### src/rtl/control_unit_if.sv
// Bundle between the control_unit sequencer and its instruction memory / datapath.
// The master side is the sequencer; the slave side is the memory/datapath (or a bench).
interface control_unit_if #(
    parameter int PC_WIDTH      = 8,
    parameter int REG_SEL_WIDTH = 4
);
    logic                     Start;
    logic [15:0]              Instr_Data;
    logic [PC_WIDTH-1:0]      Pc_Out;
    logic [15:0]              Ir_Out;
    logic [REG_SEL_WIDTH-1:0] Reg1_Sel;
    logic [REG_SEL_WIDTH-1:0] Reg2_Sel;
    logic [REG_SEL_WIDTH-1:0] Wr_Sel;
    logic                     Reg_Write;
    logic                     Wb_Sel;
    logic                     Alu_Add;
    logic                     Alu_Sub;
    logic                     Alu_Mul;
    logic                     Alu_Pass;
    logic                     Mem_Read;
    logic                     Mem_Write;
    logic                     Busy;
    logic                     Halted;

    modport master (
        input  Start, Instr_Data,
        output Pc_Out, Ir_Out, Reg1_Sel, Reg2_Sel, Wr_Sel, Reg_Write, Wb_Sel,
               Alu_Add, Alu_Sub, Alu_Mul, Alu_Pass, Mem_Read, Mem_Write, Busy, Halted
    );

    modport slave (
        output Start, Instr_Data,
        input  Pc_Out, Ir_Out, Reg1_Sel, Reg2_Sel, Wr_Sel, Reg_Write, Wb_Sel,
               Alu_Add, Alu_Sub, Alu_Mul, Alu_Pass, Mem_Read, Mem_Write, Busy, Halted
    );
endinterface

### src/rtl/control_unit.sv
// Multi-cycle, non-pipelined instruction sequencer: fetch, decode and drive the
// one-hot ALU strobes, register-file selects/write enable and data-memory strobes.
module control_unit #(
    parameter int PC_WIDTH      = 8,
    parameter int REG_SEL_WIDTH = 4
) (
    input  logic           Clk,
    input  logic           Rst,
    control_unit_if.master bus
);

    typedef enum logic [2:0] {
        S_IDLE,
        S_FETCH,
        S_DECODE,
        S_EXECUTE,
        S_MEMORY,
        S_WRITEBACK,
        S_HALTED
    } state_t;

    localparam logic [3:0] OP_ADD   = 4'h0;
    localparam logic [3:0] OP_SUB   = 4'h1;
    localparam logic [3:0] OP_MUL   = 4'h2;
    localparam logic [3:0] OP_LOAD  = 4'h3;
    localparam logic [3:0] OP_STORE = 4'h4;
    localparam logic [3:0] OP_HALT  = 4'hF;

    state_t              state_q, state_d;
    logic [PC_WIDTH-1:0] pc_q, pc_d;
    logic [15:0]         ir_q, ir_d;

    logic [3:0] opcode;
    logic       is_add, is_sub, is_mul, is_load, is_store, is_halt;
    logic       is_alu, is_mem;

    // Decode always works on the latched instruction so outputs stay Moore.
    always_comb begin
        opcode   = ir_q[15:12];
        is_add   = (opcode == OP_ADD);
        is_sub   = (opcode == OP_SUB);
        is_mul   = (opcode == OP_MUL);
        is_load  = (opcode == OP_LOAD);
        is_store = (opcode == OP_STORE);
        is_halt  = (opcode == OP_HALT);
        is_alu   = is_add | is_sub | is_mul;
        is_mem   = is_load | is_store;
    end

    always_ff @(posedge Clk) begin
        if (Rst) begin
            state_q <= S_IDLE;
            pc_q    <= '0;
            ir_q    <= '0;
        end else begin
            state_q <= state_d;
            pc_q    <= pc_d;
            ir_q    <= ir_d;
        end
    end

    always_comb begin
        state_d = state_q;
        pc_d    = pc_q;
        ir_d    = ir_q;
        case (state_q)
            S_IDLE: begin
                if (bus.Start) begin
                    state_d = S_FETCH;
                end
            end
            S_FETCH: begin
                ir_d    = bus.Instr_Data;
                pc_d    = pc_q + PC_WIDTH'(1);
                state_d = S_DECODE;
            end
            S_DECODE: begin
                if (is_alu || is_mem) begin
                    state_d = S_EXECUTE;
                end else if (is_halt) begin
                    state_d = S_HALTED;
                end else begin
                    state_d = S_FETCH;
                end
            end
            S_EXECUTE: begin
                state_d = is_alu ? S_WRITEBACK : S_MEMORY;
            end
            S_MEMORY: begin
                state_d = is_load ? S_WRITEBACK : S_FETCH;
            end
            S_WRITEBACK: begin
                state_d = S_FETCH;
            end
            S_HALTED: begin
                state_d = S_HALTED;
            end
            default: begin
                state_d = S_IDLE;
            end
        endcase
    end

    assign bus.Pc_Out   = pc_q;
    assign bus.Ir_Out   = ir_q;
    assign bus.Wr_Sel   = REG_SEL_WIDTH'(ir_q[11:8]);
    assign bus.Reg1_Sel = REG_SEL_WIDTH'(ir_q[7:4]);
    assign bus.Reg2_Sel = REG_SEL_WIDTH'(ir_q[3:0]);

    // The opcode strobe and memory strobes stay up into WRITEBACK so the
    // write-back mux sees a stable Alu_Out / read-data source.
    always_comb begin
        bus.Reg_Write = 1'b0;
        bus.Wb_Sel    = 1'b0;
        bus.Alu_Add   = 1'b0;
        bus.Alu_Sub   = 1'b0;
        bus.Alu_Mul   = 1'b0;
        bus.Alu_Pass  = 1'b0;
        bus.Mem_Read  = 1'b0;
        bus.Mem_Write = 1'b0;
        bus.Busy      = (state_q != S_IDLE) && (state_q != S_HALTED);
        bus.Halted    = (state_q == S_HALTED);
        case (state_q)
            S_EXECUTE: begin
                bus.Alu_Add  = is_add;
                bus.Alu_Sub  = is_sub;
                bus.Alu_Mul  = is_mul;
                bus.Alu_Pass = is_mem;
            end
            S_MEMORY: begin
                bus.Alu_Pass  = 1'b1;
                bus.Mem_Read  = is_load;
                bus.Mem_Write = is_store;
            end
            S_WRITEBACK: begin
                bus.Reg_Write = 1'b1;
                bus.Alu_Add   = is_add;
                bus.Alu_Sub   = is_sub;
                bus.Alu_Mul   = is_mul;
                bus.Alu_Pass  = is_load;
                bus.Mem_Read  = is_load;
                bus.Wb_Sel    = is_load;
            end
            default: begin
            end
        endcase
    end

endmodule
### src/flat_wrapper.sv
// flat-port wrapper written by rule: the top's interface ports become plain ports
module control_unit_flat 
#(
    parameter int PC_WIDTH      = 8,
    parameter int REG_SEL_WIDTH = 4
)
  (Clk, Rst, bus_Start, bus_Instr_Data, bus_Pc_Out, bus_Ir_Out, bus_Reg1_Sel, bus_Reg2_Sel, bus_Wr_Sel, bus_Reg_Write, bus_Wb_Sel, bus_Alu_Add, bus_Alu_Sub, bus_Alu_Mul, bus_Alu_Pass, bus_Mem_Read, bus_Mem_Write, bus_Busy, bus_Halted);
  control_unit_if #(.PC_WIDTH(PC_WIDTH), .REG_SEL_WIDTH(REG_SEL_WIDTH)) bus_i ();
  input  logic Clk;
  input  logic Rst;
  input wire logic [$bits(bus_i.Start)-1:0] bus_Start;
  input wire logic [$bits(bus_i.Instr_Data)-1:0] bus_Instr_Data;
  output wire logic [$bits(bus_i.Pc_Out)-1:0] bus_Pc_Out;
  output wire logic [$bits(bus_i.Ir_Out)-1:0] bus_Ir_Out;
  output wire logic [$bits(bus_i.Reg1_Sel)-1:0] bus_Reg1_Sel;
  output wire logic [$bits(bus_i.Reg2_Sel)-1:0] bus_Reg2_Sel;
  output wire logic [$bits(bus_i.Wr_Sel)-1:0] bus_Wr_Sel;
  output wire logic [$bits(bus_i.Reg_Write)-1:0] bus_Reg_Write;
  output wire logic [$bits(bus_i.Wb_Sel)-1:0] bus_Wb_Sel;
  output wire logic [$bits(bus_i.Alu_Add)-1:0] bus_Alu_Add;
  output wire logic [$bits(bus_i.Alu_Sub)-1:0] bus_Alu_Sub;
  output wire logic [$bits(bus_i.Alu_Mul)-1:0] bus_Alu_Mul;
  output wire logic [$bits(bus_i.Alu_Pass)-1:0] bus_Alu_Pass;
  output wire logic [$bits(bus_i.Mem_Read)-1:0] bus_Mem_Read;
  output wire logic [$bits(bus_i.Mem_Write)-1:0] bus_Mem_Write;
  output wire logic [$bits(bus_i.Busy)-1:0] bus_Busy;
  output wire logic [$bits(bus_i.Halted)-1:0] bus_Halted;
  assign bus_i.Start = bus_Start;
  assign bus_i.Instr_Data = bus_Instr_Data;
  assign bus_Pc_Out = bus_i.Pc_Out;
  assign bus_Ir_Out = bus_i.Ir_Out;
  assign bus_Reg1_Sel = bus_i.Reg1_Sel;
  assign bus_Reg2_Sel = bus_i.Reg2_Sel;
  assign bus_Wr_Sel = bus_i.Wr_Sel;
  assign bus_Reg_Write = bus_i.Reg_Write;
  assign bus_Wb_Sel = bus_i.Wb_Sel;
  assign bus_Alu_Add = bus_i.Alu_Add;
  assign bus_Alu_Sub = bus_i.Alu_Sub;
  assign bus_Alu_Mul = bus_i.Alu_Mul;
  assign bus_Alu_Pass = bus_i.Alu_Pass;
  assign bus_Mem_Read = bus_i.Mem_Read;
  assign bus_Mem_Write = bus_i.Mem_Write;
  assign bus_Busy = bus_i.Busy;
  assign bus_Halted = bus_i.Halted;
  control_unit #(.PC_WIDTH(PC_WIDTH), .REG_SEL_WIDTH(REG_SEL_WIDTH)) u_core (.Clk(Clk), .Rst(Rst), .bus(bus_i));
endmodule
### config.mk
export PLATFORM = sky130hd
export DESIGN_NAME = control_unit_flat
export DESIGN_NICKNAME = d
export VERILOG_FILES = /design/src/rtl/control_unit_if.sv /design/src/rtl/control_unit.sv /design/src/flat_wrapper.sv
export SDC_FILE = /design/constraint.sdc
export NUM_CORES = 1
export LEC_CHECK = 0
export BUFFER_PORTS_ARGS = -buffer_cell sky130_fd_sc_hd__buf_2
export CAP_MARGIN = 15
export CORE_MARGIN = 3
export CORE_UTILIZATION = 51
export CTS_BUF_LIST = sky130_fd_sc_hd__clkbuf_4
export DETAILED_ROUTE_END_ITERATION = 10
export GPL_TIMING_DRIVEN = 0
export PLACE_DENSITY = 0.95
export RECOVER_POWER = 100
export SETUP_SLACK_MARGIN = 0.2
export SYNTH_ARGS = -nofsm -noshare
export SYNTH_HDL_FRONTEND = slang
export SYNTH_SLANG_ARGS = --single-unit
### constraint.sdc
create_clock -name Clk -period 5.15 [get_ports Clk]
set_input_delay 0.515 -clock Clk [delete_from_list [all_inputs] [get_ports Clk]]
set_output_delay 0.515 -clock Clk [all_outputs]
set_load 0.05 [all_outputs]
==> metrics.cfg <==
[cts]
postCtsResizedCells = 0
cts_tree = built
cts_buffers = 3
postCtsHoldBufs = 0
cts_max_level = 1
cts.sinks = 27
clk_pin_slew_ps = 140
clockBufferDepth = 2
postCtsSetupRepairBufs = 0
root_buffer = clkbuf_4
clk_latency_ps = 320

[placed_design]
gp_congestion = 0.799
dpl.hpwl_um = 2550
port_buffers = 63

[power]
netSwitchingPower_mw = 0.182
p_seq_share_pct = 48.2
comb_power_share_pct = 32.1
sw_frac_of_total_pct = 38.1
ir_drop_v = 0.000191
intPower_mw = 0.295
p_leak_nw = 0.644
clock_power_share_pct = 19.8
power.density_mw_per_mm2 = 290

[route]
drc = 0
met1_length_um = 1370
wl_um = 3250
highest_layer = met4
drt-pass1-iter-count = 4
ant_nets = 0
wl_met3_um = 246
viasPerCell = 5.24
wl_per_cell_um = 12.2
vias = 1393
drt_iter0_markers = 42
wl_met2_um = 1620

[final_layout]
drive_gt1_share_pct = 14.3
num_antenna_cells = 0
fin_nets = 259
final_core_util_pct = 70.4
syn2layout_area_growth_pct = 23.0

[worst_setup_path]
cp_max_fo = 10
arrival_ps = 2380
path_class = flip-flop to primary output
worst_setup_path_end_kind = primary output
cp-start-kind = flip-flop
critPathRequiredTime_ps = 4640

[synth]
yosys.cell_types.count = 38
async_flop_share_pct = 0
synthTopCellsByCount = 39 x nand2_1, 27 x dfxtp_1, 22 x a21oi_1, 12 x buf_4, 9 x clkbuf_1
syn_inst = 171
synth-seq-cells = 27
synth_nets = 191
synth_top_cells_by_area = dfxtp_1 40%, nand2_1 11%, a21oi_1 8.2%
synth.most_common_cell = nand2_1
synth_top_area_share_pct = 40.4
synth-edff-count = 0
ys.flop_type = dfxtp_1
yosysSeqAreaShare_pct = 40.4
yosys_warnings = 0
synth_area_leader_cell = dfxtp_1
syn_area_mm2 = 0.00134
avgSynthCellArea_um2 = 7.83

[sta]
tns_ps = 0
hold_slack_ps = 418
finalWorstPathRequiredPeriod_ps = 2900
slew_headroom_pct = 58.5
fmax_mhz = 345
slew_viol_final = 0
grt_setup_unrepaired = false
finClkSkew_ps = 3.16
finalCritPeriodShare_pct = 56.3
tightest_slew_ps = 626
setup_viol = 0
final_hold_viol_count = 0

[floorplanning]
io_pins = 65
coreArea_mm2 = 0.00234
die_x_um = 57.2
initial_utilization_pct = 57.2
die_area_mm2 = 0.00328
rows = 17
die_height_um = 57.2

[global_route]
grt_pass1_vias = 1268
grt_pass1_wl_um = 5380
grt_usage_pct = 19.8
antenna_found_initial = 0
grt_overflow = 0
grt_max_degree = 15

[min_path]
hp-class = primary input to flip-flop

[outcome]
outcome = completed

[job]
drv_cap = 0

[registers in the layout, summed over array words and instances (netlist names)]
name and cells:
u_core.bus.Ir_Out 16, u_core.state_q 3, u_core.bus.Pc_Out 8
[cell type report]
| cell class | count | area [µm²] |
|---|---|---|
| Buffer | 26 | 143 |
| Clock buffer | 4 | 30.0 |
| Fill cell | 229 | 693 |
| Inverter | 4 | 15.0 |
| Multi-Input combinational cell | 114 | 626 |
| Sequential cell | 27 | 541 |
| Tap cell | 28 | 35.0 |
| Timing Repair Buffer | 63 | 258 |
[per-stage QoR]
| stage | power (mW) | cells | instance area, µm² | worst slack, ps |
|---|---|---|---|---|
| 3_5_place_dp | 0.395 | 262 | 1690 | 2850 |
| 2_1_floorplan | 0.358 | 171 | 1340 | 1420 |
| 6_report | 0.478 | 266 | 1650 | 2250 |
| 3_3_place_gp | 0.392 | 262 | 1690 | 2890 |
| 5_1_grt | 0.502 | 266 | 1650 | 2130 |
| 4_1_cts | 0.488 | 266 | 1720 | 2470 |
[kinds of logic after synthesis]
logic type                 Yosys count  share of synthesized area, %
buffers and inverters               30                          12.6
AOI/OAI and AO/OA                   37                          16.5
adders and majority gates            1                         0.934
DFF                                 27                          40.4
muxes                                2                          1.96
and+or+nand+nor                     72                          26.3
xor gates and xnor gates             2                          1.31
[critical path: stages (launching register included)]
cell      delay (ps)
dfxtp_1          350
clkbuf_1         330
inv_1            120
or4_1            530
nor3b_1          230
clkbuf_1         500
[placed cells by master, fill, tap and decap left out, types with 3 or more instances in the layout]
cell      Yosys  routed
and2_1        3       3
nand4_1       3       3
dfxtp_1      27      27
clkbuf_1      9      59
buf_2         3      17
buf_4        12      12
o21ai_0       4       4
nor3b_1       3       3
or3_1         3       3
nor2b_1       3       3
nand2_1      39      39
or4_1         3       3
inv_1         4       4
clkbuf_4      0       4
a21oi_1      22      22
nor2_1        5       5
[layer usage]
layer / up-vias / GRT usage (%)
li1: 702 / -
met1: 643 / 23.4
met2: 46 / 35.4
met3: 2 / 4.75
met4: 0 / 5.96
met5: - / 0
[power by group through the flow]
stage                     clock, mW  combinational [mW]  sequential, mW
after global placement            0               0.158           0.234
after global routing          0.105               0.164           0.232
after CTS                    0.0971               0.161           0.230
final                        0.0944               0.153           0.230
after detailed placement          0               0.160           0.235
after floorplan                   0              0.0871           0.271
[final timing paths]
kind | depth (start not counted) | start | endpoint | slack [ps]
worst max-delay path | 5 | u_core.state_q[0] | bus_Alu_Mul | 2250
worst min-delay path | 3 | bus_Instr_Data[5] | u_core.bus.Ir_Out[5] | 420
worst max register to register | 6 | u_core.state_q[0] | u_core.bus.Ir_Out[7] | 3090
worst min register to register | 2 | u_core.bus.Ir_Out[9] | u_core.bus.Ir_Out[9] | 480
Power figures use the tool's default switching activity.
